**src/rtl/alu_ctrl_if.sv**
```systemverilog
// Request/response bundle between main control and the ALU-control sequencer.
// master = requester side, slave = alu_ctrl_seq side.
interface alu_ctrl_if #(
  parameter int unsigned CNT_W = 5
);
  logic             in_valid;
  logic             in_ready;
  logic [1:0]       alu_op;
  logic [5:0]       func;
  logic [1:0]       imm_sel;
  logic             flush;
  logic             out_valid;
  logic [3:0]       alu_ctr;
  logic             illegal;
  logic             md_busy;
  logic             md_step;
  logic [CNT_W-1:0] md_cnt;
  logic             hilo_we;

  modport master (
    output in_valid, alu_op, func, imm_sel, flush,
    input  in_ready, out_valid, alu_ctr, illegal, md_busy, md_step, md_cnt, hilo_we
  );

  modport slave (
    input  in_valid, alu_op, func, imm_sel, flush,
    output in_ready, out_valid, alu_ctr, illegal, md_busy, md_step, md_cnt, hilo_we
  );
endinterface

```
**src/rtl/alu_ctrl_seq.sv**
```systemverilog
// Registered ALU-control decoder with a multi-cycle MULT/DIV sequencer.
// All outputs are registered; in_ready mirrors state==IDLE one cycle late-free (loaded from next state).
module alu_ctrl_seq #(
  parameter int unsigned MD_CYCLES = 32,
  parameter int unsigned CNT_W     = $clog2(MD_CYCLES),
  parameter logic [3:0]  ILL_CODE  = 4'b1111
) (
  input logic       clk,
  input logic       rst_n,
  alu_ctrl_if.slave bus
);

  localparam logic [3:0] C_AND   = 4'b0000;
  localparam logic [3:0] C_OR    = 4'b0001;
  localparam logic [3:0] C_ADD   = 4'b0010;
  localparam logic [3:0] C_XOR   = 4'b0011;
  localparam logic [3:0] C_SLL   = 4'b0100;
  localparam logic [3:0] C_SRL   = 4'b0101;
  localparam logic [3:0] C_SUB   = 4'b0110;
  localparam logic [3:0] C_SLT   = 4'b0111;
  localparam logic [3:0] C_SLTU  = 4'b1000;
  localparam logic [3:0] C_SRA   = 4'b1001;
  localparam logic [3:0] C_MULT  = 4'b1010;
  localparam logic [3:0] C_MULTU = 4'b1011;
  localparam logic [3:0] C_NOR   = 4'b1100;
  localparam logic [3:0] C_DIV   = 4'b1101;
  localparam logic [3:0] C_DIVU  = 4'b1110;

  typedef enum logic [1:0] {IDLE, MD_RUN, MD_DONE} state_t;

  state_t           state, next_state;
  logic             ready_q, ov_q, ill_q, busy_q, step_q, hilo_q;
  logic [3:0]       ctr_q;
  logic [CNT_W-1:0] cnt_q;

  logic             ready_d, ov_d, ill_d, busy_d, step_d, hilo_d;
  logic [3:0]       ctr_d;
  logic [CNT_W-1:0] cnt_d;

  logic       accept;
  logic [3:0] dec_code;
  logic       dec_ill;
  logic       dec_md;

  assign accept = bus.in_valid & ready_q;

  // Combinational decode of the presented request.
  always_comb begin
    dec_code = ILL_CODE;
    dec_ill  = 1'b0;
    dec_md   = 1'b0;
    case (bus.alu_op)
      2'b00: dec_code = C_ADD;
      2'b01: dec_code = C_SUB;
      2'b10: begin
        case (bus.func)
          6'b000000: dec_code = C_SLL;
          6'b000010: dec_code = C_SRL;
          6'b000011: dec_code = C_SRA;
          6'b011000: begin dec_code = C_MULT;  dec_md = 1'b1; end
          6'b011001: begin dec_code = C_MULTU; dec_md = 1'b1; end
          6'b011010: begin dec_code = C_DIV;   dec_md = 1'b1; end
          6'b011011: begin dec_code = C_DIVU;  dec_md = 1'b1; end
          6'b100000,
          6'b100001: dec_code = C_ADD;
          6'b100010,
          6'b100011: dec_code = C_SUB;
          6'b100100: dec_code = C_AND;
          6'b100101: dec_code = C_OR;
          6'b100110: dec_code = C_XOR;
          6'b100111: dec_code = C_NOR;
          6'b101010: dec_code = C_SLT;
          6'b101011: dec_code = C_SLTU;
          default:   dec_ill  = 1'b1;
        endcase
      end
      default: begin
        case (bus.imm_sel)
          2'b00:   dec_code = C_AND;
          2'b01:   dec_code = C_OR;
          2'b10:   dec_code = C_XOR;
          default: dec_code = C_SLT;
        endcase
      end
    endcase
  end

  // State and output registers.
  always_ff @(posedge clk) begin
    if (!rst_n) begin
      state   <= IDLE;
      ready_q <= 1'b0;
      ov_q    <= 1'b0;
      ill_q   <= 1'b0;
      busy_q  <= 1'b0;
      step_q  <= 1'b0;
      hilo_q  <= 1'b0;
      ctr_q   <= 4'b0000;
      cnt_q   <= '0;
    end else begin
      state   <= next_state;
      ready_q <= ready_d;
      ov_q    <= ov_d;
      ill_q   <= ill_d;
      busy_q  <= busy_d;
      step_q  <= step_d;
      hilo_q  <= hilo_d;
      ctr_q   <= ctr_d;
      cnt_q   <= cnt_d;
    end
  end

  // Next-state logic; flush wins over every transition.
  always_comb begin
    next_state = state;
    case (state)
      IDLE:    if (accept && !bus.flush && dec_md) next_state = MD_RUN;
      MD_RUN: begin
        if (bus.flush)          next_state = IDLE;
        else if (cnt_q == '0)   next_state = MD_DONE;
      end
      default: next_state = IDLE;
    endcase
  end

  // Next output values; alu_ctr holds unless a new code is produced.
  always_comb begin
    ready_d = (next_state == IDLE);
    ov_d    = 1'b0;
    ill_d   = 1'b0;
    busy_d  = 1'b0;
    step_d  = 1'b0;
    hilo_d  = 1'b0;
    ctr_d   = ctr_q;
    cnt_d   = '0;
    case (state)
      IDLE: begin
        if (accept && !bus.flush) begin
          ctr_d = dec_code;
          if (dec_md) begin
            busy_d = 1'b1;
            step_d = 1'b1;
            cnt_d  = CNT_W'(MD_CYCLES - 1);
          end else begin
            ov_d  = 1'b1;
            ill_d = dec_ill;
          end
        end
      end
      MD_RUN: begin
        if (!bus.flush) begin
          busy_d = 1'b1;
          if (cnt_q == '0) begin
            ov_d   = 1'b1;
            hilo_d = 1'b1;
          end else begin
            step_d = 1'b1;
            cnt_d  = cnt_q - CNT_W'(1);
          end
        end
      end
      default: ;
    endcase
  end

  assign bus.in_ready  = ready_q;
  assign bus.out_valid = ov_q;
  assign bus.illegal   = ill_q;
  assign bus.alu_ctr   = ctr_q;
  assign bus.md_busy   = busy_q;
  assign bus.md_step   = step_q;
  assign bus.md_cnt    = cnt_q;
  assign bus.hilo_we   = hilo_q;

endmodule

```
**src/flat_wrapper.sv**
```systemverilog
// flat-port wrapper written by rule: the top's interface ports become plain ports
module alu_ctrl_seq_flat 
#(
  parameter int unsigned MD_CYCLES = 32,
  parameter int unsigned CNT_W     = $clog2(MD_CYCLES),
  parameter logic [3:0]  ILL_CODE  = 4'b1111
)
  (clk, rst_n, bus_in_valid, bus_alu_op, bus_func, bus_imm_sel, bus_flush, bus_in_ready, bus_out_valid, bus_alu_ctr, bus_illegal, bus_md_busy, bus_md_step, bus_md_cnt, bus_hilo_we);
  alu_ctrl_if #(.CNT_W(CNT_W)) bus_i ();
  input logic clk;
  input logic rst_n;
  input wire logic [$bits(bus_i.in_valid)-1:0] bus_in_valid;
  input wire logic [$bits(bus_i.alu_op)-1:0] bus_alu_op;
  input wire logic [$bits(bus_i.func)-1:0] bus_func;
  input wire logic [$bits(bus_i.imm_sel)-1:0] bus_imm_sel;
  input wire logic [$bits(bus_i.flush)-1:0] bus_flush;
  output wire logic [$bits(bus_i.in_ready)-1:0] bus_in_ready;
  output wire logic [$bits(bus_i.out_valid)-1:0] bus_out_valid;
  output wire logic [$bits(bus_i.alu_ctr)-1:0] bus_alu_ctr;
  output wire logic [$bits(bus_i.illegal)-1:0] bus_illegal;
  output wire logic [$bits(bus_i.md_busy)-1:0] bus_md_busy;
  output wire logic [$bits(bus_i.md_step)-1:0] bus_md_step;
  output wire logic [$bits(bus_i.md_cnt)-1:0] bus_md_cnt;
  output wire logic [$bits(bus_i.hilo_we)-1:0] bus_hilo_we;
  assign bus_i.in_valid = bus_in_valid;
  assign bus_i.alu_op = bus_alu_op;
  assign bus_i.func = bus_func;
  assign bus_i.imm_sel = bus_imm_sel;
  assign bus_i.flush = bus_flush;
  assign bus_in_ready = bus_i.in_ready;
  assign bus_out_valid = bus_i.out_valid;
  assign bus_alu_ctr = bus_i.alu_ctr;
  assign bus_illegal = bus_i.illegal;
  assign bus_md_busy = bus_i.md_busy;
  assign bus_md_step = bus_i.md_step;
  assign bus_md_cnt = bus_i.md_cnt;
  assign bus_hilo_we = bus_i.hilo_we;
  alu_ctrl_seq #(.MD_CYCLES(MD_CYCLES), .CNT_W(CNT_W), .ILL_CODE(ILL_CODE)) u_core (.clk(clk), .rst_n(rst_n), .bus(bus_i));
endmodule
```
**config.mk**
```make
export PLATFORM = sky130hd
export DESIGN_NAME = alu_ctrl_seq_flat
export DESIGN_NICKNAME = d
export VERILOG_FILES = /design/src/rtl/alu_ctrl_if.sv /design/src/rtl/alu_ctrl_seq.sv /design/src/flat_wrapper.sv
export SDC_FILE = /design/constraint.sdc
export NUM_CORES = 1
export LEC_CHECK = 0
export CORE_ASPECT_RATIO = 1.1
export CORE_MARGIN = 8
export CORE_UTILIZATION = 40
export CTS_CLUSTER_DIAMETER = 30
export DETAILED_ROUTE_END_ITERATION = 10
export GPL_TIMING_DRIVEN = 0
export PLACE_DENSITY = 0.73
export SLEW_MARGIN = 15
export SYNTH_ARGS = -nofsm -noshare
export SYNTH_HDL_FRONTEND = slang
export SYNTH_SLANG_ARGS = --single-unit
```
**constraint.sdc**
```tcl
create_clock -name clk -period 1.7 [get_ports clk]
set_input_delay 0.51 -clock clk [delete_from_list [all_inputs] [get_ports clk]]
set_output_delay 0.51 -clock clk [all_outputs]
set_load 0.05 [all_outputs]
```
==> run metrics <==
run status=finished clean; Antenna Violating Nets Remaining=0; Initial Util=0.4164; Crit. Startpoint=u_core.bus.alu_ctr[0]$_SDFFE_PN0P_; total power=0.7697 mW; largest cells by area after synthesis=dfxtp_1 (37%), a21oi_1 (4.9%), nand2_1 (4.9%); Clk Latency, worst-skew pair=0.29 ns; Leak=0.5574 nW; CORE AREA=2230 um2; VDD IR max=0.0003066 V; Layout Cells excl Fill=169; first-pass GRT wire length=3588 um; width of the chip=61.94 um; IO Count=29; critical path launch point type=flip-flop; Critical Path RT=1.19 ns; crit end category=primary output; Hold Crit Class=flip-flop to flip-flop; CTS clk-pin slew, worst paths=0.10 ns; GP Congestion=0.8106; reg-to-reg critical path startpoint=u_core.bus.md_cnt[0]$_SDFF_PN0_; worst slack at placement=-0.3885 ns; clk buf depth=2; RSZ-0062 raised after global routing=no; Reg2Reg Setup Slack=0.20 ns; reg-to-reg critical path endpoint=u_core.state[0]$_SDFF_PN0_; commonest non-fill, non-tap cells in the layout=dfxtp_1 (17), nand2_1 (12), nor2_1 (9), a21oi_1 (9), dlygate4sd2_1 (9); Cells after Synth=105; final net count=156; Seq/Total Area, Yosys=0.3666; post-synthesis net count=121; fin. max-slew vios=0; drc violations=0; DR vias=870; YS warnings=0; largest net degree at the start of global routing=11; dpl hpwl=1675 um; logic gate share of total power=0.190; Setup TNS Final=0 ns; Rows=18; worst-path cell chain=dlygate4sd2_1; clock share of power=0.281; die height=66.53 um; worst setup path end=bus_alu_ctr[0]; number of I/O port buffers=25; remaining global-route overflow=0; CTS tree=yes; Total Wirelength=2163 um; final hold violation count=0; share of layout cells above drive strength 1=0.2014; Reg2Reg Depth=6; Vias/cell=5.148; Mapped Area=928.4 um2; CTS HTree Levels=1; Final min period=1.659 ns; sw power=0.2091 mW; largest area contributor in the netlist=dfxtp_1; Max Cap Viol=0; vias in the first global route=832; ANT cells=0; share of the synthesized area in the top cell type=0.3666; Worst path depth=1; Synth Register Bits=17; final setup fails=0; syn_area_per_cell=8.842 um2; most common cell after layout, fill and taps aside=dfxtp_1; Final Cycle Share=0.9759; CTS Sinks=17; Reg power frac=0.529; worst path arrival time=1.15 ns; Pre-antenna DRT Iters=4; Slew HR=0.6710; Max FO, Critical Path=2; hold_ws=0.4779 ns; worst-margin pin slew=0.4955 ns; die footprint=4120 um2; Area growth syn-to-layout=36.52%; Net Sw Frac=0.2716; CP Class=flip-flop to primary output; Fmax achieved=602.8 MHz; CP max stage cell=dlygate4sd2_1; Final Skew=0.002563 ns; delay-heaviest family, CP=buffers and inverters; 1st-iter DRT viols=5; # fillers=203; initial antenna violation count=0; CP Buf/Inv Count=1; Pwr Density=607.2 nW/um2; setup ws final=0.04100 ns; Netlist cell types=42; Power Internal=0.5606 mW; All-Layer GR Usage=0.1107; Slowest Stage Delay on Critical Path=0.53 ns; root buf cell=clkbuf_4; per-cell routed wire length=12.80 um; Placed Cells=160; CTS buffer count=3
[sequential cells by signal, indices dropped and copies added, names as in the netlist]
name / flops
u_core.bus.md_cnt: 5
u_core.bus.alu_ctr: 4
u_core.state: 2
u_core.bus.hilo_we: 1
u_core.bus.illegal: 1
u_core.bus.in_ready: 1
u_core.bus.md_busy: 1
u_core.bus.md_step: 1
u_core.bus.out_valid: 1
[layer usage]
layer  global-route usage  routed length, um  up-vias
met3              0.01349                140        2
met4              0.05983                 27        0
met2               0.1865               1054       24
li1                     -                  -      447
met1               0.1301                941      397
met5                    0                  0        -
[per-stage QoR]
stage                     cell area, um2    util
final                               1267  0.5685
after floorplan                    928.4       -
after global routing                1267  0.5685
after CTS                           1231  0.5522
after global placement              1216  0.5455
after detailed placement            1216  0.5455
[power by group through the flow]
stage	combinational (mW)	sequential, mW	clock (mW)
finish	0.146	0.407	0.216
floorplan	0.0635	0.439	0
global placement	0.141	0.416	0
global route	0.159	0.408	0.229
detailed placement	0.143	0.417	0
CTS	0.137	0.407	0.218
[synth_stat cells]
| master | instances |
|---|---|
| o311ai_1 | 1 |
| nor3_1 | 3 |
| and3_1 | 1 |
| buf_2 | 2 |
| nand3_1 | 1 |
| a21oi_1 | 9 |
| o21a_1 | 1 |
| o31ai_1 | 2 |
| and4b_1 | 1 |
| nor3b_1 | 2 |
| clkbuf_1 | 1 |
| buf_4 | 1 |
| o211ai_1 | 2 |
| o21ai_0 | 3 |
| a32oi_1 | 1 |
| a41oi_1 | 2 |
| and3_4 | 1 |
| a21boi_1 | 1 |
| ha_1 | 2 |
| nand4bb_1 | 1 |
| nand3_2 | 1 |
| and2b_1 | 1 |
| buf_6 | 1 |
| nand2b_1 | 1 |
| nand2b_4 | 2 |
| nor2b_1 | 2 |
| inv_1 | 4 |
| nor4b_2 | 1 |
| and4_1 | 3 |
| nand2_1 | 12 |
| xnor2_1 | 2 |
| o21ai_4 | 1 |
| a21boi_0 | 2 |
| nor2_2 | 1 |
| a21o_1 | 1 |
| o22ai_1 | 1 |
| a31oi_1 | 2 |
| o2bb2ai_1 | 1 |
| nor3b_4 | 1 |
| xor2_1 | 1 |
| dfxtp_1 | 17 |
| nor2_1 | 9 |
[how the worst min path moves through the flow]
stage | to | depth (start not counted) | start | slack (ns)
CTS | u_core.bus.out_valid$_SDFF_PN0_ | 1 | u_core.state[1]$_SDFF_PN0_ | 0.45
detailed placement | u_core.bus.out_valid$_SDFF_PN0_ | 1 | u_core.state[1]$_SDFF_PN0_ | 0.44
finish | u_core.bus.alu_ctr[1]$_SDFFE_PN0P_ | 2 | u_core.bus.alu_ctr[1]$_SDFFE_PN0P_ | 0.48
floorplan | u_core.bus.out_valid$_SDFF_PN0_ | 1 | u_core.state[1]$_SDFF_PN0_ | 0.42
global placement | u_core.bus.out_valid$_SDFF_PN0_ | 1 | u_core.state[1]$_SDFF_PN0_ | 0.44
global route | u_core.bus.alu_ctr[1]$_SDFFE_PN0P_ | 2 | u_core.bus.alu_ctr[1]$_SDFFE_PN0P_ | 0.50
[cells by family after synthesis]
logic type      share of synthesized area
fa+ha+maj                         0.02695
buf+inv                           0.05121
xor+xnor                          0.02831
compound gates                     0.2224
simple gates                       0.3046
flops                              0.3666
[final cells by class]
type	count	area [um2]	share of cell area
Buffer	5	32.53	0.02567
Clock buffer	4	26.28	0.02073
Inverter	4	15.01	0.01185
Multi-Input combinational cell	79	548.0	0.4324
Sequential cell	17	340.3	0.2685
Tap cell	30	37.54	0.02961
Timing Repair Buffer	30	267.8	0.2113
[repair_timing]
| item | in CTS | in global routing |
|---|---|---|
| setup endpoints to repair | 23 | 11 |
| pin swaps | 3 | 2 |
| setup buffers | 0 | 5 |
| hold buffers | 0 | 0 |
| resized for setup | 25 | 10 |
Power figures use the tool's default switching activity.
